`src/rtl/regfile_ctrl_pkg.sv`:
```
// ============================================================================
// Module   : regfile_ctrl_pkg
// Brief    : Shared types and sizes for the register-file write-back controller
// Revision : 1.0
// ============================================================================
`default_nettype none

package regfile_ctrl_pkg;

  localparam int NREG  = 32;
  localparam int AW    = 5;
  localparam int DEF_N = 32;

  typedef enum logic [0:0] {
    CLEAR = 1'b0,
    RUN   = 1'b1
  } state_t;

endpackage

`default_nettype wire

```
`src/rtl/rr_arb2.sv`:
```
// ============================================================================
// Module   : rr_arb2
// Brief    : Two-requester round-robin arbiter with registered last-grant pointer
// Revision : 1.0
// ============================================================================
`default_nettype none

module rr_arb2 (
  input  logic clock,
  input  logic R,
  input  logic en,
  input  logic req0,
  input  logic req1,
  output logic gnt0,
  output logic gnt1
);

  // 1 means requester 1 was granted last, so requester 0 wins the next tie
  logic r_last;

  always_comb begin
    gnt0 = en && req0 && (!req1 || r_last);
    gnt1 = en && req1 && !gnt0;
  end

  always_ff @(posedge clock or negedge R) begin
    if (!R) begin
      r_last <= 1'b1;
    end else if (gnt0) begin
      r_last <= 1'b0;
    end else if (gnt1) begin
      r_last <= 1'b1;
    end
  end

endmodule

`default_nettype wire

```
`src/rtl/regfile_wb_ctrl.sv`:
```
// ============================================================================
// Module   : regfile_wb_ctrl
// Brief    : Register-file init, write-back arbitration and pending-write scoreboard
// Revision : 1.0
// ============================================================================
`default_nettype none

module regfile_wb_ctrl
  import regfile_ctrl_pkg::*;
#(
  parameter int N        = DEF_N,
  parameter bit ZERO_REG = 1'b0
) (
  input  logic          clock,
  input  logic          R,
  input  logic          clr_req,
  output logic          init_done,
  input  logic          w0_valid,
  output logic          w0_ready,
  input  logic [AW-1:0] w0_addr,
  input  logic [N-1:0]  w0_data,
  input  logic          w1_valid,
  output logic          w1_ready,
  input  logic [AW-1:0] w1_addr,
  input  logic [N-1:0]  w1_data,
  input  logic          rsv_valid,
  output logic          rsv_ready,
  input  logic [AW-1:0] rsv_addr,
  input  logic [AW-1:0] rd_a_sel,
  input  logic [AW-1:0] rd_b_sel,
  output logic          rd_a_busy,
  output logic          rd_b_busy,
  output logic          rf_en,
  output logic [AW-1:0] rf_sd,
  output logic [N-1:0]  rf_D
);

  state_t          r_state, w_state_d;
  logic [AW-1:0]   r_cnt, w_cnt_d;
  logic [NREG-1:0] r_pend, w_pend_d;
  logic            w_run, w_clr, w_gnt0, w_gnt1, w_acc, w_rsv_acc;
  logic [AW-1:0]   w_addr;
  logic [N-1:0]    w_data;

  assign w_run = (r_state == RUN);
  assign w_clr = w_run && clr_req;

  rr_arb2 u_arb (
    .clock (clock),
    .R     (R),
    .en    (w_run && !clr_req),
    .req0  (w0_valid),
    .req1  (w1_valid),
    .gnt0  (w_gnt0),
    .gnt1  (w_gnt1)
  );

  assign w0_ready  = w_gnt0;
  assign w1_ready  = w_gnt1;
  assign w_acc     = w_gnt0 || w_gnt1;
  assign w_addr    = w_gnt1 ? w1_addr : w0_addr;
  assign w_data    = w_gnt1 ? w1_data : w0_data;
  assign init_done = w_run;
  assign rsv_ready = w_run && !r_pend[rsv_addr];
  assign w_rsv_acc = rsv_valid && rsv_ready;
  assign rd_a_busy = r_pend[rd_a_sel];
  assign rd_b_busy = r_pend[rd_b_sel];

  always_comb begin
    w_state_d = r_state;
    w_cnt_d   = r_cnt;
    case (r_state)
      CLEAR: begin
        w_cnt_d = r_cnt + 1'b1;
        if (r_cnt == AW'(NREG - 1)) w_state_d = RUN;
      end
      RUN: begin
        if (clr_req) begin
          w_state_d = CLEAR;
          w_cnt_d   = '0;
        end
      end
      default: w_state_d = CLEAR;
    endcase
  end

  // Commit clears first so a same-edge reservation of that register wins
  always_comb begin
    w_pend_d = r_pend;
    if (rf_en) w_pend_d[rf_sd] = 1'b0;
    if (w_rsv_acc && !(ZERO_REG && (rsv_addr == '0))) w_pend_d[rsv_addr] = 1'b1;
    if (w_clr) w_pend_d = '0;
  end

  always_ff @(posedge clock or negedge R) begin
    if (!R) begin
      r_state <= CLEAR;
      r_cnt   <= '0;
      r_pend  <= '0;
    end else begin
      r_state <= w_state_d;
      r_cnt   <= w_cnt_d;
      r_pend  <= w_pend_d;
    end
  end

  always_ff @(posedge clock or negedge R) begin
    if (!R) begin
      rf_en <= 1'b0;
      rf_sd <= '0;
      rf_D  <= '0;
    end else if (r_state == CLEAR) begin
      rf_en <= 1'b1;
      rf_sd <= r_cnt;
      rf_D  <= '0;
    end else if (w_acc) begin
      rf_en <= !(ZERO_REG && (w_addr == '0));
      rf_sd <= w_addr;
      rf_D  <= w_data;
    end else begin
      rf_en <= 1'b0;
    end
  end

endmodule

`default_nettype wire

```
`config.mk`:
```
export PLATFORM = sky130hd
export DESIGN_NAME = regfile_wb_ctrl
export DESIGN_NICKNAME = d
export VERILOG_FILES = /design/src/rtl/regfile_ctrl_pkg.sv /design/src/rtl/rr_arb2.sv /design/src/rtl/regfile_wb_ctrl.sv
export SDC_FILE = /design/constraint.sdc
export NUM_CORES = 1
export LEC_CHECK = 0
export CAP_MARGIN = 20
export CELL_PAD_IN_SITES_DETAIL_PLACEMENT = 1
export CELL_PAD_IN_SITES_GLOBAL_PLACEMENT = 2
export CORE_UTILIZATION = 32
export CTS_BUF_LIST = sky130_fd_sc_hd__clkbuf_4
export DETAILED_ROUTE_END_ITERATION = 12
export GPL_TIMING_DRIVEN = 0
export PLACE_DENSITY_LB_ADDON = 0.1
export SKIP_CTS_REPAIR_TIMING = 1
export SLEW_MARGIN = 15
export SYNTH_ARGS = -nofsm -noshare
export SYNTH_HDL_FRONTEND = slang
export SYNTH_HIERARCHICAL = 1
export SYNTH_SLANG_ARGS = --single-unit
```
`constraint.sdc`:
```
create_clock -name clock -period 7.9 [get_ports clock]
set_clock_uncertainty 0.1 [all_clocks]
set_input_delay 2.37 -clock clock [delete_from_list [all_inputs] [get_ports clock]]
set_output_delay 2.37 -clock clock [all_outputs]
set_load 0.02 [all_outputs]
```
After elaboration in Yosys (flattened, before gate mapping)
Index checks and enable logic that the tools add are counted.
Widths: inputs -> output; s select.
{ "word_totals": {"input_bits": 95, "output_inout_bits": 44, "word_cells": 66, "register_bits": 77} }
{ "classes": {"mux": 28, "n_eq_ne": 3, "n_addsub": 1, "n_bitwise": 4, "n_lt_le_gt_ge": 6, "reduce_logical": 17} }
{ "op_table": {"columns": ["op", "n"], "rows": [
  ["$mux 32", 6],
  ["$and 32x32->32", 1],
  ["$not 32->32", 1],
  ["$or 32x32->32", 1],
  ["$lt 5x6->1 const B", 4],
  ["$mux 5", 4],
  ["$bmux 1 s5", 3],
  ["$mux 1", 11],
  ["$demux 1 s5", 2],
  ["$ge 5x1->1 const B", 2],
  ["$logic_and 1x1->1", 10],
  ["$pmux 5 s2", 1],
  ["$add 5x1->5 const B", 1],
  ["$eq 5x5->1 const B", 1],
  ["$logic_not 1->1", 4],
  ["$logic_or 1x1->1", 2],
  ["$ne 2x1->1 const B", 1],
  ["$ne 2x2->1 const B", 1],
  ["$pmux 1 s2", 1],
  ["$reduce_bool 2->1", 1],
  ["$not 1->1", 1]
]} }

Depth between registers and ports, before layout
{ "depth": {"word_depth": 10, "mapped_depth": 11, "mapped_depth_nobuf": 8} }

By module
Netlist, hierarchy kept.
{ "by_module_without_submodules": {"columns": ["module", "seq_area_each_um2", "area_each_um2", "cells_per_inst", "instances"], "rows": [
  ["regfile_wb_ctrl", 1901.8, 4566.9, 435, 1],
  ["rr_arb2", 26.3, 62.6, 8, 1]
]} }

Worst setup path after synthesis
OpenSTA, ideal clock, no wires.
{ "synth_timing": {"path_kind": "input to output", "startpoint": "in rsv_addr[3]", "endpoint": "out rsv_ready", "arrival_time_ns": 3.971, "cell_stages": 7, "path_buffers": 2, "path_slack_ns": 1.459, "required_ns": 5.430, "cell_sequence": "buf_2 -> or2b_4 -> nor4_1 -> nor4b_2 -> nand3_2 -> buf_2 -> nor3_1"} }
{ "synth_between": {"elab_chain_len": 4} }
{ "synth_lines": {"columns": ["element", "line_no", "rtl"], "rows": [
  ["start, declared", "regfile_wb_ctrl.sv:28", "input logic [AW-1:0] rsv_addr,"],
  ["$bmux 1 s5", "regfile_wb_ctrl.sv:64", "assign rsv_ready = w_run && !r_pend[rsv_addr];"],
  ["$mux 1 (implied by the code)", "regfile_wb_ctrl.sv:64", null],
  ["$logic_not 1->1", "regfile_wb_ctrl.sv:64", null],
  ["$logic_and 1x1->1", "regfile_wb_ctrl.sv:64", null],
  ["end, declared", "regfile_wb_ctrl.sv:27", "output logic rsv_ready,"]
]} }
No other way between the ends. The select of a mux whose other input is x is not followed.

Worst setup path after layout
{ "layout_timing": {"startpoint": "in rsv_addr[1]", "endpoint": "out rsv_ready"} }
Same word-level chain as after synthesis.

==> results.yml <==
cells_and_area:
  stdcell_area_um2: 6370
  drive_above_1_share: 0.122
  multi_input_area_um2: 2500
  register_area_um2: 1930
  n_fill_cell: 1605
  layout-area-overhead-vs-synth_pct: 37.7
  final_nets: 684
  final_cells: 772
worst_setup_path:
  reg2reg_setup_slack_ps: 4770
  r2r_start: "init_done"
  cp-start-kind: "input port"
  path_cells: "clkdlybuf4s50_1 -> buf_4 -> mux2i_1 -> nor4_1 -> nor4b_2 -> nand3_2 -> buf_2 -> nor3_1 -> clkdlybuf4s50_1"
  crit_buf_inv: 4
  path_delay_family: "buffers and inverters"
  crit_top_cell: "clkdlybuf4s50_1"
  crit_fanout: 10
  critPathKind: "input port to output pin"
  cpPeakStageDelay_ps: 640
  reg2reg_depth: 10
  slowest_stage: "clkdlybuf4s50_1"
  cp.arrival_ps: 5080
  required_ps: 5430
  startpoint: "rsv_addr[1]"
  crit_end: "rsv_ready"
  regToRegEndpoint: "rf_D[0]"
  critical_path_depth: 9
  crit_path_end_kind: "output pin"
detailed_routing:
  drtPass1Iterations: 4
  wl_met3_um: 1240
  m1WireLength_um: 6950
  dr.first_iter.drc_count: 203
  topRoutingLayerUsed: "met4"
  wl_per_cell_um: 21.3
  ant_nets: 0
  wirelength_um: 16400
  num_vias: 4272
  routed-wl-met2_um: 8000
  drc: 0
  vias_per_cell: 5.53
floorplanning:
  rows: 43
  core-area_um2: 14000
  die_area_um2: 15000
  initial_core_util: 0.331
  die_x_um: 122
  io_pins: 139
  fp.dieH_um: 122
grt:
  grt_max_degree: 54
  grt_pass1_vias: 4745
  grt_pass1_wl_um: 26300
  grtUsageTotal: 0.235
  grt-ovfl-total: 0
  grt_antenna_before_repair: 1
clock_network:
  cts_htree_levels: 3
  clock_latency_ps: 440
  cts_tree: "done"
  numCtsBuffers: 9
  clkSlewWorstSetupHoldPaths_ps: 110
  cts-root-buf: "clkbuf_4"
  clock_path_buffers: 2
  cts.sinks: 77
sta:
  min_period_over_period: 0.956
  clock.fmax_mhz: 132
  rsz0062_at_grt: "no"
  final.min_clock_period_ps: 7550
  tns_ps: 0
  setup_violations: 0
  slew_violations: 0
  worst_pin_slew_ps: 727
  hold_viol: 0
  max_slew_margin: 0.514
place:
  port_buffers: 132
  postPlaceCellArea_um2: 6200
  dp.cells: 756
  hpwlAfterDp_um: 12600
  place_congestion: 0.881
power:
  leakage_nw: 2.49
  power_density_nw_per_um2: 189
  ir_drop_v: 0.0000794
  total_power_mw: 1.21
synthesis:
  yosys_warnings: 6
  synthFlopType: "dfrtp_1"
  synth_seq_cells: 77
  syn_nets: 540
  synth.distinct_cells: 48
  ys_seq_area_frac: 0.416
  async_flop_share: 1.00
  syn_inst: 443
  synth.cell_area_um2: 4630
  avgSynthCellArea_um2: 10.5
  synth_edf_count: 0
run_status:
  status: "complete, no violations"
worst_hold_path:
  hp-class: "flop to flop"
job:
  maxCapViolations: 0
## how the worst min path moves through the flow
stage	startpoint	endpoint	slack, ps	depth (start not counted)
finish	u_arb/r_last	u_arb/r_last	410	2
CTS	u_arb/r_last	u_arb/r_last	410	2
detailed placement	u_arb/r_last	u_arb/r_last	390	2
global route	u_arb/r_last	u_arb/r_last	440	2
global placement	u_arb/r_last	u_arb/r_last	380	2
floorplan	u_arb/r_last	u_arb/r_last	370	2
## through the flow
stage	worst slack (ps)	utilization	hold WS [ps]
after floorplan	1460	-	370
after global placement	315	0.442	379
after detailed placement	359	0.443	392
after CTS	335	0.455	410
after global routing	155	0.456	436
final	348	0.456	409
## cells in the mapped netlist (2+ instances only)
| library cell | count | area (µm²) |
|---|---|---|
| dfrtp_1 | 76 | 1900 |
| nor2_1 | 70 | 263 |
| a21oi_1 | 46 | 230 |
| mux2i_1 | 36 | 360 |
| o211ai_1 | 33 | 248 |
| mux4_2 | 22 | 495 |
| clkbuf_1 | 21 | 78.8 |
| nand2_1 | 17 | 63.8 |
| o31ai_1 | 14 | 105 |
| nand3_1 | 10 | 50.1 |
| buf_2 | 9 | 45.0 |
| o21ai_0 | 8 | 40.0 |
| o41ai_1 | 7 | 61.3 |
| inv_1 | 6 | 22.5 |
| nand3b_1 | 5 | 37.5 |
| o22ai_1 | 5 | 31.3 |
| o41ai_2 | 5 | 81.3 |
| mux4_1 | 4 | 105 |
| o21ai_2 | 4 | 35.0 |
| and3_1 | 3 | 18.8 |
| buf_1 | 3 | 11.3 |
| mux2_2 | 3 | 33.8 |
| nand2b_1 | 3 | 18.8 |
| buf_4 | 2 | 15.0 |
| buf_6 | 2 | 22.5 |
| ha_1 | 2 | 25.0 |
| nand4_1 | 2 | 12.5 |
| nor2b_1 | 2 | 12.5 |
| nor3_1 | 2 | 10.0 |
| or3_1 | 2 | 12.5 |
| or3b_2 | 2 | 17.5 |
## layer usage
metal,vias to the layer above,global-route usage
li1,1961,-
met1,2144,0.282
met2,146,0.397
met3,21,0.0790
met4,0,0.0686
met5,-,0
## worst reg2reg max path, stage by stage, from the launching register on
cell      delay, ps
dfrtp_1         380
buf_2           260
inv_2           160
nor2_1          430
nand2_1         170
a21oi_1         290
clkbuf_1        470
buf_1           460
nor2_1          110
a21oi_1         150
nor2_1           60
## layout make-up
| class | instances | share of cell area |
|---|---|---|
| Clock inverter | 6 | 0.0161 |
| Inverter | 7 | 0.00412 |
| Sequential cell | 77 | 0.303 |
| Antenna cell | 1 | 0.000393 |
| Multi-Input combinational cell | 322 | 0.393 |
| Clock buffer | 9 | 0.0106 |
| Tap cell | 180 | 0.0353 |
| Timing Repair Buffer | 133 | 0.211 |
| Buffer | 37 | 0.0271 |
## flip-flops by register name, indices dropped and copies added (netlist names)
signal and count:
init_done 1, rf_sd 5, r_pend 32, u_arb/r_last 1, rf_en 1, rf_D 32, r_cnt 5
## cells by family (layout without fill, tap and decap cells)
| family | Yosys count | count (layout) | share of synthesized area |
|---|---|---|---|
| adder cells (fa/ha/maj) | 2 | 2 | 0.00540 |
| AO/OA/AOI/OAI | 126 | 126 | 0.187 |
| flip-flops | 77 | 77 | 0.416 |
| XOR/XNOR | 1 | 1 | 0.00189 |
| buffers and inverters | 44 | 192 | 0.0430 |
| other | 0 | 1 | 0 |
| multiplexers | 65 | 65 | 0.215 |
| AND/OR/NAND/NOR | 128 | 128 | 0.131 |
## power by group
part	leakage [nW]	switching, mW	internal (mW)
clock	0.0909	0.146	0.156
sequential	1.05	0.0516	0.443
combinational	1.35	0.232	0.180
total	2.49	0.429	0.778
## layout by cell type, fill, tap and decap left out, drive strengths merged, types with 7 or more instances in the layout
cell / n
inv: 7
nand3: 11
o41ai: 12
o21ai: 12
clkdlybuf4s50: 131
buf: 18
o211ai: 33
mux4: 26
dfrtp: 76
clkbuf: 30
mux2i: 36
nor2: 70
a21oi: 47
nand2: 18
o31ai: 14
(Power assumes the default switching activity.)
